$ cat src/rtl/pmem_arbiter_pkg.sv
// Shared types and limits for the pmem arbiter.
package arb_types;

    typedef enum logic [1:0] {
        IDLE = 2'd0,
        BUSY = 2'd1,
        DONE = 2'd2
    } arb_state_t;

    localparam int MAX_CH = 8;

endpackage

$ cat src/rtl/pmem_arbiter_rr_grant.sv
// Combinational grant selector: first requester found scanning from the
// pointer (round-robin) or from channel 0 (fixed priority).
module rr_grant #(
    parameter int NUM_CH = 2,
    parameter int PTR_W  = 1
) (
    input  logic [NUM_CH-1:0] req,
    input  logic [PTR_W-1:0]  ptr,
    input  logic              rr_mode,
    output logic [NUM_CH-1:0] grant,
    output logic [PTR_W-1:0]  idx,
    output logic              any
);

    int               cand_s;
    logic [PTR_W-1:0] cand_idx_s;

    // Walk the channels in search order and keep the first hit.
    always_comb begin
        grant      = '0;
        idx        = '0;
        any        = 1'b0;
        cand_s     = 0;
        cand_idx_s = '0;
        for (int k = 0; k < NUM_CH; k++) begin
            if (rr_mode) begin
                cand_s = int'(ptr) + k;
            end else begin
                cand_s = k;
            end
            if (cand_s >= NUM_CH) begin
                cand_s = cand_s - NUM_CH;
            end else begin
                cand_s = cand_s;
            end
            cand_idx_s = cand_s[PTR_W-1:0];
            if (!any && req[cand_idx_s]) begin
                any               = 1'b1;
                grant[cand_idx_s] = 1'b1;
                idx               = cand_idx_s;
            end else begin
                any = any;
            end
        end
    end

endmodule

$ cat src/rtl/pmem_arbiter.sv
// N-channel arbiter funnelling cache-line requests onto the single pmem port;
// one transaction in flight, latched at grant and held until pmem_resp.
module pmem_arbiter
    import arb_types::*;
#(
    parameter int NUM_CH  = 2,
    parameter int LINE_W  = 256,
    parameter int ADDR_W  = 32,
    parameter int RR_MODE = 1
) (
    input  logic                     clk,
    input  logic                     rst_n,
    input  logic [NUM_CH-1:0]        ch_read,
    input  logic [NUM_CH-1:0]        ch_write,
    input  logic [NUM_CH*ADDR_W-1:0] ch_address,
    input  logic [NUM_CH*LINE_W-1:0] ch_wdata,
    output logic [NUM_CH-1:0]        ch_resp,
    output logic [LINE_W-1:0]        ch_rdata,
    output logic                     pmem_read,
    output logic                     pmem_write,
    output logic [ADDR_W-1:0]        pmem_address,
    output logic [LINE_W-1:0]        pmem_wdata,
    input  logic                     pmem_resp,
    input  logic [LINE_W-1:0]        pmem_rdata
);

    localparam int               PTR_W   = (NUM_CH > 1) ? $clog2(NUM_CH) : 1;
    localparam logic [PTR_W-1:0] LAST_CH = PTR_W'(NUM_CH - 1);

    arb_state_t        state_r, state_next_s;
    logic [PTR_W-1:0]  ptr_r, gnt_idx_r, req_idx_s;
    logic [NUM_CH-1:0] req_s, req_grant_s, ch_resp_s;
    logic              req_any_s, op_write_s, grant_fire_s, resp_fire_s;
    logic [ADDR_W-1:0] addr_sel_s, pmem_address_r;
    logic [LINE_W-1:0] wdata_sel_s, pmem_wdata_r;
    logic              pmem_read_r, pmem_write_r;

    assign req_s = ch_read | ch_write;

    rr_grant #(
        .NUM_CH (NUM_CH),
        .PTR_W  (PTR_W)
    ) u_rr_grant (
        .req     (req_s),
        .ptr     (ptr_r),
        .rr_mode (RR_MODE != 0),
        .grant   (req_grant_s),
        .idx     (req_idx_s),
        .any     (req_any_s)
    );

    assign grant_fire_s = (state_r == IDLE) && req_any_s;
    assign resp_fire_s  = (state_r == BUSY) && pmem_resp;
    // A write on the granted channel takes precedence over a simultaneous read.
    assign op_write_s   = |(req_grant_s & ch_write);

    // One-hot mux of the granted channel's address and write line.
    always_comb begin
        addr_sel_s  = '0;
        wdata_sel_s = '0;
        for (int k = 0; k < NUM_CH; k++) begin
            addr_sel_s  = addr_sel_s  | ({ADDR_W{req_grant_s[k]}} & ch_address[k*ADDR_W +: ADDR_W]);
            wdata_sel_s = wdata_sel_s | ({LINE_W{req_grant_s[k]}} & ch_wdata[k*LINE_W +: LINE_W]);
        end
    end

    // State register.
    always_ff @(posedge clk) begin
        if (!rst_n) begin
            state_r <= IDLE;
        end else begin
            state_r <= state_next_s;
        end
    end

    // Next-state logic; DONE is a dead cycle letting the client drop its request.
    always_comb begin
        state_next_s = state_r;
        case (state_r)
            IDLE:    state_next_s = req_any_s   ? BUSY : IDLE;
            BUSY:    state_next_s = resp_fire_s ? DONE : BUSY;
            DONE:    state_next_s = IDLE;
            default: state_next_s = IDLE;
        endcase
    end

    // Transaction latches, pmem strobes and round-robin pointer.
    always_ff @(posedge clk) begin
        if (!rst_n) begin
            gnt_idx_r      <= '0;
            ptr_r          <= '0;
            pmem_address_r <= '0;
            pmem_wdata_r   <= '0;
            pmem_read_r    <= 1'b0;
            pmem_write_r   <= 1'b0;
        end else if (grant_fire_s) begin
            gnt_idx_r      <= req_idx_s;
            pmem_address_r <= addr_sel_s;
            pmem_wdata_r   <= wdata_sel_s;
            pmem_write_r   <= op_write_s;
            pmem_read_r    <= ~op_write_s;
            if (RR_MODE != 0) begin
                ptr_r <= (req_idx_s == LAST_CH) ? '0 : req_idx_s + PTR_W'(1);
            end else begin
                ptr_r <= ptr_r;
            end
        end else if (resp_fire_s) begin
            pmem_read_r  <= 1'b0;
            pmem_write_r <= 1'b0;
        end else begin
            pmem_read_r  <= pmem_read_r;
            pmem_write_r <= pmem_write_r;
        end
    end

    // Completion pulse routed to the granted channel in the pmem_resp cycle.
    always_comb begin
        ch_resp_s = '0;
        for (int k = 0; k < NUM_CH; k++) begin
            ch_resp_s[k] = resp_fire_s && (gnt_idx_r == PTR_W'(k));
        end
    end

    assign ch_resp      = ch_resp_s;
    assign ch_rdata     = pmem_rdata;
    assign pmem_read    = pmem_read_r;
    assign pmem_write   = pmem_write_r;
    assign pmem_address = pmem_address_r;
    assign pmem_wdata   = pmem_wdata_r;

endmodule
$ cat config.mk
export PLATFORM = sky130hd
export DESIGN_NAME = pmem_arbiter
export DESIGN_NICKNAME = d
export VERILOG_FILES = /design/src/rtl/pmem_arbiter_pkg.sv /design/src/rtl/pmem_arbiter_rr_grant.sv /design/src/rtl/pmem_arbiter.sv
export SDC_FILE = /design/constraint.sdc
export NUM_CORES = 1
export LEC_CHECK = 0
export ABC_AREA = 0
export CORE_AREA = 2 2 545 547
export DETAILED_ROUTE_END_ITERATION = 10
export DIE_AREA = 0 0 547 549
export PLACE_DENSITY = 0.3
export SLEW_MARGIN = 20
export SYNTH_ARGS = -nofsm -noshare
export SYNTH_HDL_FRONTEND = slang
export SYNTH_SLANG_ARGS = --single-unit
$ cat constraint.sdc
create_clock -name clk -period 1.46 [get_ports clk]
set_input_delay 0.219 -clock clk [delete_from_list [all_inputs] [get_ports clk]]
set_output_delay 0.219 -clock clk [all_outputs]
set_load 0.005 [all_outputs]
Word level (Yosys, flattened, before mapping)
Cells that the tools add are included.

Flip-flop bits (word level): 294. Bits in latches: 0. Memory bits (writable): 0. Memory bits (read-only): 0. Input bits: 839. Output and inout port bits: 548. Logic and storage cells: 63. Memories: 0.

$add $sub $neg: 4. Multiply operators: 0. Divide/modulo/power cells: 0. Order comparisons: 6. Equality and inequality tests: 1. Shift-type cells: 0. Multiplexer cells: 23. Bitwise logic cells: 11. Reduce and logical (&&, ||, !) cells: 11.

Operators with widths (number): AND 256 bit (2); bitwise OR 256 bit (1); AND 32 bit (2); bitwise OR 32 bit (1); two-way mux 1 bit (17); logical AND 1 bit (7); two-way mux 2 bit (3); < comparator 1 x 2 -> 1 bit, second input constant (2); bitwise OR 2 bit (2); one-hot mux 2 bit (2 select lines) (1); adder 1 x 1 -> 2 bit, second input constant (1); AND 2 bit (1); demux 1 bit (select 1 bit) (2); == test 2 x 1 -> 1 bit, second input constant (1); >= comparator 1 bit, second input constant (2); >= comparator 1 x 2 -> 1 bit, second input constant (1); >= comparator 2 bit, second input constant (1); zero test 2 bit (1); inverter 1 bit (2); nonzero test 2 bit (1); OR reduction 2 bit (1); subtractor 1 bit, second input constant (2); adder 1 bit, second input constant (1); zero test 1 bit (1).

Depth between registers and ports, before layout
Word-level depth: 13. Gate-level depth with buffers: 7. Depth with buffers taken out: 4.

By module
A second synthesis with hierarchy kept.

Cells, all modules: 1609. Area total of the unflattened synthesis: 14916.8 µm².

Modules (own cells, without submodules): pmem_arbiter (instances 1, cells each 1603, area each 14881.8 µm², sequential area each 5885.6 µm²); rr_grant (instances 1, cells each 6, area each 35.0 µm², sequential area each 0.0 µm²).

Least setup slack after synthesis
OpenSTA, ideal clock, no wires.

Kind: register to register. Start point: register state_r[1]. End point: register pmem_wdata_r[100] (netlist: pmem_wdata[100]). Arrival: 1.440 ns. Path slack: -0.102 ns. Cell stages (with the launch flop): 8. Buffers on the path: 3. Cells stage by stage: dfxtp_1 -> nor2_2 -> a21boi_4 -> nor2b_1 -> buf_6 -> buf_6 -> buf_6 -> a221o_1.

Word-level cells in the longest chain between the ends: 2.

RTL lines: start: declaration (line pmem_arbiter.sv:30) `arb_state_t state_r, state_next_s;`; start signal: assignment (line pmem_arbiter.sv:72) `state_r <= state_next_s;`; zero test 2 bit (line pmem_arbiter.sv:52) `assign grant_fire_s = (state_r == IDLE) && req_any_s;`; logical AND 1 bit (line pmem_arbiter.sv:52); end signal: assignment (line pmem_arbiter.sv:99) `pmem_wdata_r <= wdata_sel_s;`; end: declaration (line pmem_arbiter.sv:35) `logic [LINE_W-1:0] wdata_sel_s, pmem_wdata_r;`.

Every way passes these cells. A chain may end at the register's enable or synchronous reset.

Final worst setup path
Start point: register state_r[0]. End point: register pmem_wdata_r[84] (netlist: pmem_wdata[84]).

Same word-level chain as after synthesis.

==> impl_metrics.yaml <==
status:
  outcome: "finished with violations"
  violations: "setup timing"
route:
  firstDrtPassIters: 5
  wirelength_met1_um: 60400
  route.met2.wl_um: 72100
  drtAntennaViolNets: 0
  num_vias: 14000
  top_layer: "met5"
  wirelength_um: 167000
  wl_per_cell_um: 27.8
  via_per_inst: 2.33
  wl_met3_um: 27900
  drt_drc_violations_left: 0
  drt_iter0_drc: 706
synth:
  synth_top_area_share_pct: 43.8
  syn-num-nets: 2095
  yosysWarnings: 0
  synth_top_area_cell: "dfxtp_1"
  synth_area_mm2: 0.0134
  yosys_register_bits: 294
  synth_area_per_cell_um2: 10.7
  ys_seq_area_share_pct: 43.8
  ys_types: 30
  synth_area_leaders: "dfxtp_1, a221o_1, buf_4"
  postSynthCellCount: 1256
grt:
  overflow: 0
  grt_start_max_net_pins: 58
  antenna_found_initial: 117
  grt_pass1_wl_um: 190000
  grt_pass1_vias: 14000
  grt_use_total_pct: 10.2
layout:
  fillers: 33800
  drive_gt1_share_pct: 38.4
  area_delta_synth_final_pct: 124
  nets: 2853
power:
  peakVddDrop_mv: 0.865
  power.density_mw_per_mm2: 1090
  p_leak_nw: 10.9
setup_path:
  critPathKind: "flop to flop"
  endpoint_kind: "flop"
  critPathMaxFanout: 24
  worstSetupStartpointType: "flop"
  arrival_ns: 2.42
  crit_required_ns: 2.05
placed_design:
  place_hpwl_um: 137000
  gp_congestion: 0.812
  io_buffers: 874
clock_tree:
  cts_root_buf: "clkbuf_16"
  cts_buffers: 49
  cts_tree: "yes"
  htreeDepth: 2
  cts_hold_buffers: 0
  cts_sinks: 294
  clock_path_buffers: 3
  clock_latency_ns: 0.70
  clk_pin_slew_worst_paths_ns: 0.08
sta:
  period_share_pct: 126
  tns_ns: -88.15
  skew_ns: 0.0276
  whs_ns: 0.120
  drv_slew: 0
  rsz0062_at_grt: "yes"
  setup_viol: 347
  min_period_ns: 1.83
  hold_viol_final: 0
  worstMarginPinSlew_ns: 0.340
  setup_ws_ns: -0.374
  fmax_ghz: 0.545
  slew_headroom_pct: 77.3
floorplanning:
  io_pins: 1387
  dieWidth_um: 547
  dieArea_mm2: 0.300
  num_rows: 200
  coreArea_mm2: 0.295
  die_y_um: 549
  initial_utilization_pct: 4.55
min_path:
  hp-class: "input port to flop"
flow_run:
  maxCapViolCount: 0
-- metrics by stage --
stage / instances / power [mW] / instance area, µm² / setup slack, ns / util, %
after global routing: 5991 / 34.7 / 30000 / -0.406 / 10.2
after detailed placement: 5788 / 19.9 / 26500 / -0.776 / 8.99
after global placement: 5788 / 19.9 / 26500 / -0.787 / 8.99
after CTS: 5943 / 33.3 / 29000 / -0.421 / 9.81
final: 6005 / 32.7 / 30100 / -0.374 / 10.2
after floorplan: 1256 / 12.4 / 13400 / -0.0803 / -
-- Yosys cell counts --
master / number
dfxtp_1: 294
a221o_1: 288
buf_4: 281
and2_1: 253
and2_0: 37
buf_6: 30
buf_2: 28
clkbuf_1: 13
nand2_1: 3
nor2_1: 3
a21oi_1: 2
nand2b_1: 2
nand3_1: 2
nor2_2: 2
nor3_1: 2
o211a_1: 2
a21boi_0: 1
a21boi_4: 1
and3b_1: 1
and4b_1: 1
clkbuf_2: 1
inv_1: 1
nor2_4: 1
nor2b_1: 1
nor3b_1: 1
o21ai_0: 1
o21ai_1: 1
o22ai_1: 1
o32ai_1: 1
or2_2: 1
-- power breakdown --
| group | leakage, nW | total, mW | switching, mW | internal, mW |
|---|---|---|---|---|
| combinational | 7.58 | 10.2 | 4.30 | 5.92 |
| sequential | 2.50 | 10.3 | 1.07 | 9.25 |
| clock | 0.778 | 12.2 | 5.21 | 6.97 |
| total | 10.9 | 32.7 | 10.6 | 22.1 |
-- what timing repair did --
action | in CTS | in global routing
pin swaps | 20 | 81
gates resized for setup | 965 | 75
setup buffers | 60 | 17
setup endpoints to repair | 580 | 438
cloned | 8 | 33
-- per-layer routing --
metal / up-vias / track usage (%)
li1: 5952 / -
met2: 1126 / 15.6
met3: 370 / 7.98
met4: 32 / 3.26
met5: - / 0.586
met1: 6523 / 10.5
-- state kept, by name (all words and copies together), names as in the netlist --
signal	cells
pmem_wdata	256
pmem_address	32
state_r	2
gnt_idx_r	1
pmem_read	1
pmem_write	1
ptr_r	1
-- area by class of cell --
cell class                 count  area, µm²  area share (%)
antenna                       16       40.0           0.133
clock buffer                  66       1370            4.55
clock inverter                21        233           0.774
inverter                       1       3.75          0.0125
multi-input combinational    608       5070            16.8
sequential                   294       6170            20.5
tap                         3939       4930            16.4
timing repair buffer        1060      12300            40.8
-- layout by cell type, fill, tap and decap left out, types with 2 or more instances in the layout --
master / count
buf_6: 87
inv_6: 5
buf_2: 87
a221o_1: 288
buf_4: 103
dfxtp_1: 124
nand3_1: 2
nor2_4: 3
buf_12: 147
a21oi_1: 2
clkinv_2: 5
nand2_1: 2
dfxtp_4: 27
and2_4: 48
and2_0: 32
clkinvlp_4: 3
nor2_2: 2
buf_8: 9
nand2b_1: 2
clkdlybuf4s50_1: 582
bufinv_16: 2
dfxtp_2: 143
clkbuf_8: 8
buf_16: 19
clkinv_4: 4
and2_1: 209
clkbuf_16: 74
diode_2: 16
clkbuf_1: 9
-- worst max-delay path: stages, from the launching register on --
cell and delay, ns:
dfxtp_4 0.34, buf_6 0.13, nor2_4 0.10, a21boi_4 0.20, nor2b_4 0.10, buf_12 0.17
clkbuf_16 0.25, a221o_1 0.34
-- cell families after synthesis --
group,synth area share (%)
AO/OA/AOI/OAI,22.1
buffers and inverters,19.7
AND/OR/NAND/NOR,14.4
flip-flops,43.8
-- worst paths after layout --
check                    end  cells after the start       startpoint  slack, ns
min          pmem_wdata[216]                      2    ch_wdata[472]       0.12
min reg2reg  pmem_wdata[156]                      1  pmem_wdata[156]       0.47
max           pmem_wdata[84]                      7       state_r[0]      -0.37
max reg2reg   pmem_wdata[84]                      7       state_r[0]      -0.37
Note: power is estimated with default switching activity, not from simulation.
